[src/rtl/uart_ram_loader.sv]
// UART-driven RAM loader: receives 8N1 bytes, parses an 0xA5 + 24-bit LEN frame,
// and writes little-endian 32-bit words to consecutive word addresses.
module uart_ram_loader #(
  parameter int unsigned WIDTH     = 32,
  parameter int unsigned CLK_RATE  = 6_250_000,
  parameter int unsigned BAUD      = 115_200,
  parameter int unsigned RAM_DEPTH = 100_000
) (
  input  logic             clk,
  input  logic             nrst,
  input  logic             rxd,
  output logic [WIDTH-1:0] address,
  output logic [WIDTH-1:0] wdata,
  output logic             enw,
  output logic             busy,
  output logic             done,
  output logic             error
);

  localparam int unsigned DIV = (CLK_RATE + BAUD / 2) / BAUD;
  localparam int unsigned CW  = $clog2(DIV) + 1;
  localparam int unsigned IW  = $clog2(RAM_DEPTH) + 1;
  localparam int unsigned LW  = 24;

  typedef enum logic [1:0] {RIDLE, START, RDATA, STOP} rx_state_t;
  typedef enum logic [2:0] {IDLE, LEN0, LEN1, LEN2, DATA, WRITE, FAIL} fr_state_t;

  // rxd synchroniser plus one extra stage for falling-edge detection
  logic rxd_m, rxd_s, rxd_p;
  always_ff @(posedge clk or negedge nrst) begin
    if (!nrst) begin
      rxd_m <= 1'b1;
      rxd_s <= 1'b1;
      rxd_p <= 1'b1;
    end else begin
      rxd_m <= rxd;
      rxd_s <= rxd_m;
      rxd_p <= rxd_s;
    end
  end

  rx_state_t      rx_q, rx_d;
  logic [CW-1:0]  cnt_q, cnt_d;
  logic [2:0]     bit_q, bit_d;
  logic [7:0]     rx_byte, shift_d;
  logic           byte_valid, byte_valid_d;
  logic           frame_err, frame_err_d;

  always_ff @(posedge clk or negedge nrst) begin
    if (!nrst) begin
      rx_q       <= RIDLE;
      cnt_q      <= '0;
      bit_q      <= '0;
      rx_byte    <= '0;
      byte_valid <= 1'b0;
      frame_err  <= 1'b0;
    end else begin
      rx_q       <= rx_d;
      cnt_q      <= cnt_d;
      bit_q      <= bit_d;
      rx_byte    <= shift_d;
      byte_valid <= byte_valid_d;
      frame_err  <= frame_err_d;
    end
  end

  // Receiver: start bit checked at half a bit, data and stop one bit apart
  always_comb begin
    rx_d         = rx_q;
    cnt_d        = cnt_q + CW'(1);
    bit_d        = bit_q;
    shift_d      = rx_byte;
    byte_valid_d = 1'b0;
    frame_err_d  = 1'b0;
    case (rx_q)
      RIDLE: begin
        cnt_d = '0;
        if (rxd_p && !rxd_s) rx_d = START;
      end
      START: begin
        if (cnt_q == CW'(DIV / 2 - 1)) begin
          cnt_d = '0;
          bit_d = '0;
          rx_d  = rxd_s ? RIDLE : RDATA;
        end
      end
      RDATA: begin
        if (cnt_q == CW'(DIV - 1)) begin
          cnt_d   = '0;
          shift_d = {rxd_s, rx_byte[7:1]};
          bit_d   = bit_q + 3'd1;
          if (bit_q == 3'd7) rx_d = STOP;
        end
      end
      STOP: begin
        if (cnt_q == CW'(DIV - 1)) begin
          cnt_d = '0;
          rx_d  = RIDLE;
          if (rxd_s) byte_valid_d = 1'b1;
          else       frame_err_d  = 1'b1;
        end
      end
      default: rx_d = RIDLE;
    endcase
  end

  fr_state_t      fs_q, fs_d;
  logic [LW-1:0]  len_q, len_d, len_full;
  logic [IW-1:0]  idx_q, idx_d;
  logic [WIDTH-1:0] word_q, word_d, addr_d, wdata_d;
  logic [1:0]     bcnt_q, bcnt_d;
  logic           enw_d, busy_d, done_d, error_d;

  always_ff @(posedge clk or negedge nrst) begin
    if (!nrst) begin
      fs_q    <= IDLE;
      len_q   <= '0;
      idx_q   <= '0;
      word_q  <= '0;
      bcnt_q  <= '0;
      address <= '0;
      wdata   <= '0;
      enw     <= 1'b0;
      busy    <= 1'b0;
      done    <= 1'b0;
      error   <= 1'b0;
    end else begin
      fs_q    <= fs_d;
      len_q   <= len_d;
      idx_q   <= idx_d;
      word_q  <= word_d;
      bcnt_q  <= bcnt_d;
      address <= addr_d;
      wdata   <= wdata_d;
      enw     <= enw_d;
      busy    <= busy_d;
      done    <= done_d;
      error   <= error_d;
    end
  end

  // Frame parser; enw/address/wdata are registered so they appear together in WRITE
  always_comb begin
    fs_d     = fs_q;
    len_d    = len_q;
    idx_d    = idx_q;
    word_d   = word_q;
    bcnt_d   = bcnt_q;
    addr_d   = address;
    wdata_d  = wdata;
    enw_d    = 1'b0;
    busy_d   = busy;
    done_d   = done;
    error_d  = error;
    len_full = {rx_byte, len_q[15:0]};
    case (fs_q)
      IDLE, FAIL: begin
        if (byte_valid && rx_byte == 8'hA5) begin
          fs_d    = LEN0;
          done_d  = 1'b0;
          error_d = 1'b0;
          busy_d  = 1'b1;
          idx_d   = '0;
          bcnt_d  = '0;
        end
      end
      LEN0: if (byte_valid) begin len_d[7:0]  = rx_byte; fs_d = LEN1; end
      LEN1: if (byte_valid) begin len_d[15:8] = rx_byte; fs_d = LEN2; end
      LEN2: begin
        if (byte_valid) begin
          len_d = len_full;
          if (len_full == '0) begin
            fs_d   = IDLE;
            done_d = 1'b1;
            busy_d = 1'b0;
          end else if (32'(len_full) > RAM_DEPTH) begin
            fs_d    = FAIL;
            error_d = 1'b1;
            busy_d  = 1'b0;
          end else begin
            fs_d = DATA;
          end
        end
      end
      DATA: begin
        if (byte_valid) begin
          word_d = {rx_byte, word_q[WIDTH-1:8]};
          bcnt_d = bcnt_q + 2'd1;
          if (bcnt_q == 2'd3) begin
            fs_d    = WRITE;
            enw_d   = 1'b1;
            addr_d  = WIDTH'({idx_q, 2'b00});
            wdata_d = {rx_byte, word_q[WIDTH-1:8]};
          end
        end
      end
      WRITE: begin
        idx_d = idx_q + IW'(1);
        if (LW'(idx_q) + LW'(1) == len_q) begin
          fs_d   = IDLE;
          done_d = 1'b1;
          busy_d = 1'b0;
        end else begin
          fs_d = DATA;
        end
      end
      default: fs_d = IDLE;
    endcase
    if (frame_err && fs_q != IDLE) begin
      fs_d    = FAIL;
      error_d = 1'b1;
      busy_d  = 1'b0;
      enw_d   = 1'b0;
    end
  end

endmodule

[config.mk]
export PLATFORM = sky130hd
export DESIGN_NAME = uart_ram_loader
export DESIGN_NICKNAME = d
export VERILOG_FILES = /design/src/rtl/uart_ram_loader.sv
export SDC_FILE = /design/constraint.sdc
export NUM_CORES = 1
export LEC_CHECK = 0
export ABC_AREA = 0
export ABC_CLOCK_PERIOD_IN_PS = 2250
export CAP_MARGIN = 0
export CORE_AREA = 5 5 175 177
export CTS_CLUSTER_SIZE = 20
export DETAILED_ROUTE_END_ITERATION = 16
export DIE_AREA = 0 0 180 182
export REMOVE_ABC_BUFFERS = 1
export SLEW_MARGIN = 15
export SYNTH_ARGS = -nofsm -noshare
export SYNTH_HDL_FRONTEND = slang
export SYNTH_SLANG_ARGS = --single-unit
[constraint.sdc]
create_clock -name clk -period 2.25 [get_ports clk]
set_input_delay 0.3375 -clock clk [delete_from_list [all_inputs] [get_ports clk]]
set_output_delay 0.3375 -clock clk [all_outputs]
set_load 0.005 [all_outputs]
==> out/qor.csv <==
metric,value,unit
cp_top_family,simple AND/OR/NAND/NOR gates,
crit_path_end_kind,flop,
fin_nets,773,
core,29100,µm²
dieArea,32800,µm²
insertion_delay,0.43,ns
grt_pass1_vias,5213,
drt-total-wl,16900,µm
setup_viol_count_final,3,
avgViaCountPerCell,4.41,
ff_latch_area,3760,µm²
finalCriticalPeriod,2.37,ns
worstSetupPathType,reg -> reg,
synth.cell_area,7100,µm²
p_per_area,613,nW/µm²
cp_slowest_stage_delay,0.56,ns
violations,negative setup slack,
die_h,182,µm
row_count,63,
start_util,24.4,%
fin_crit_sh,106,%
finalHoldViolCount,0,
cts.clk_slew.worst_paths,0.06,ns
cp-start-kind,flop,
crit_path_frequent_cell,or4_4,
grt_pass1_wl,28000,µm
n_antenna_cell,0,
ys.flop_type,dfrtp_1,
drt_first_pass_iters,4,
path_cells,or4_4 -> or4_4 -> o311ai_4 -> a21boi_2 -> nand4_1 -> a32o_1,
slowest_stage,or4_4,
fill_cells,2894,
multiInputGateArea,3270,µm²
overflow,0,
ys_seq_area_share,52.9,%
worst-path-buf-inv,0,
cts_tree,yes,
fin_cells,1165,
dp_hpwl,11800,µm
cts.path.max_buffers,2,
dp_cells,1122,
grt_max_degree,57,
track_usage,10.5,%
skew,0.00852,ns
fmax,421,MHz
async_reset_ff_share,100,%
gp_congestion,0.812,
drv_cap,0,
p_total,5.83,mW
cts_sinks,150,
netlist_instances,625,
antenna_found_initial,0,
die_w,180,µm
port_buffers,56,
numCtsBuffers,17,
layout-drive-gt1-share,34.3,%
ys_ff_latch,150,
final_max_slew_viol_count,0,
synth.distinct_cells,60,
max_slew_margin,60.7,%
ir_drop,499,µV
outcome,"complete, but fails checks",
r2r_slack,-0.12,ns
rsz0062_at_grt,true,
wl_per_cell,14.5,µm
drc_errors,0,
setup_ws,-0.124,ns
synth.avg_cell_area,11.4,µm²
pin_count,71,
design_area,9510,µm²
crit_arrival,2.68,ns
tns,-0.181,ns
ant_nets,0,
htreeDepth,4,
worst_slew_pin_slew,0.589,ns
cts-root-buf,clkbuf_16,
synth_warnings,0,
synth_edf_count,0,
drt_iter0_drc,273,
syn2layout_area_growth,33.9,%
num_vias,5142,
hold_path_class,in -> reg,
worstPathMaxFanout,3,
required,2.56,ns
post_dp_cell_area,8680,µm²
p_leak,4.40,nW
## state kept, by name, summed over array words and instances, names as in the netlist, 2 cells and up, named ones only
register  cells
fs_q          3
address      18
rx_byte       8
bcnt_q        2
bit_q         3
wdata        32
word_q       24
len_q        24
cnt_q         7
idx_q        18
## synthesized netlist by cell type (2+ instances only)
master | number | area share (%)
nor3b_1 | 3 | 0.32
nand2b_1 | 4 | 0.35
ha_1 | 7 | 1.2
nor2_1 | 39 | 2.1
o41ai_1 | 2 | 0.25
a311oi_1 | 2 | 0.25
nand4_1 | 11 | 0.97
or4_1 | 3 | 0.32
xor2_1 | 13 | 1.6
a21oi_1 | 19 | 1.3
xnor2_1 | 19 | 2.3
clkbuf_1 | 25 | 1.3
inv_1 | 13 | 0.69
a211oi_1 | 2 | 0.21
buf_2 | 6 | 0.42
mux2_2 | 100 | 16
or3_1 | 5 | 0.44
and3_1 | 2 | 0.18
and2_1 | 5 | 0.44
dfrtp_1 | 147 | 52
and4_1 | 3 | 0.37
nand3b_1 | 5 | 0.53
or4_4 | 2 | 0.32
a31oi_1 | 4 | 0.35
o21ai_0 | 45 | 3.2
dfstp_2 | 3 | 1.1
clkbuf_2 | 2 | 0.14
nor3_1 | 8 | 0.56
nor2b_1 | 9 | 0.79
nor3_2 | 2 | 0.28
buf_4 | 14 | 1.5
nand2_1 | 43 | 2.3
a21boi_0 | 2 | 0.21
nor4_1 | 11 | 0.97
o31ai_1 | 5 | 0.53
o2111ai_1 | 2 | 0.25
nand3_1 | 15 | 1.1
## worst reg2reg max path: stages, from the launching register on
cell      delay, ns
dfrtp_1        0.37
or4_4          0.56
or4_4          0.47
o311ai_4       0.27
a21boi_2       0.23
nand4_1        0.11
a32o_1         0.24
## report_power, final
part / switching, mW / leakage, nW / internal, mW
clock: 1.21 / 0.274 / 1.55
combinational: 0.142 / 2.05 / 0.0969
sequential: 0.0729 / 2.08 / 2.76
## layout make-up
type | instances | area share [%]
clock buffer | 17 | 4.47
timing repair buffer | 153 | 14.4
sequential | 150 | 39.5
tap | 390 | 5.13
clock inverter | 14 | 1.47
multi-input combinational | 428 | 34.4
inverter | 13 | 0.513
## metal layers
layer | GRT usage [%] | vias to the layer above | part of all wire [%]
li1 | - | 2472 | -
met1 | 13.3 | 2574 | 45
met2 | 17.6 | 81 | 49
met3 | 2.42 | 15 | 3.6
met4 | 4.15 | 0 | 1.8
met5 | 0 | - | 0
## metrics by stage
stage / hold WS [ns] / util, % / worst slack, ns
6_report: 0.342 / 32.7 / -0.124
5_1_grt: 0.350 / 32.7 / -0.183
4_1_cts: 0.343 / 32.0 / -0.129
3_5_place_dp: 0.347 / 29.9 / -0.192
3_3_place_gp: 0.347 / 29.9 / -0.103
2_1_floorplan: 0.0419 / - / -1.68
## logic make-up after synthesis
family	count (synthesis)	share of synthesized area, %
simple gates	175	13.0
fa+ha+maj	8	1.37
compound gates	98	8.67
mux	101	16.0
flops	150	52.9
xor+xnor	32	3.95
buf+inv	60	4.05
other cells	1	0.0528
## final timing paths
path	start	end	cells after the start
max reg2reg	rx_byte[6]	fs_q[2]	6
max in group asynchronous	nrst	wdata[16]	3
min reg2reg	rxd_m	rxd_s	0
max	rx_byte[6]	fs_q[2]	6
min in group asynchronous	nrst	idx_q[1]	2
min	rxd	rxd_m	1
## placed cells by master, fill, tap and decap left out, drive strengths merged, types with 7 or more instances in the layout
master         instances
buf                   97
mux2                 100
nand2                 43
ha                     7
xor2                  13
clkbuf                17
a21oi                 19
nand3                 15
nor2                  39
clkdlybuf4s50         55
inv                   22
xnor2                 19
nor3                  10
conb                  14
o21ai                 45
nor2b                  9
nand4                 11
dfrtp                147
nor4                  12
## what timing repair did
item                       CTS  global route
setup buffers                4             7
hold endpoints to repair    50             0
gates cloned                 0             1
pin swaps                   12            20
setup endpoints to repair   15            23
resized for setup           10            27
hold buffers                 1             0
Power figures use the tool's default switching activity.
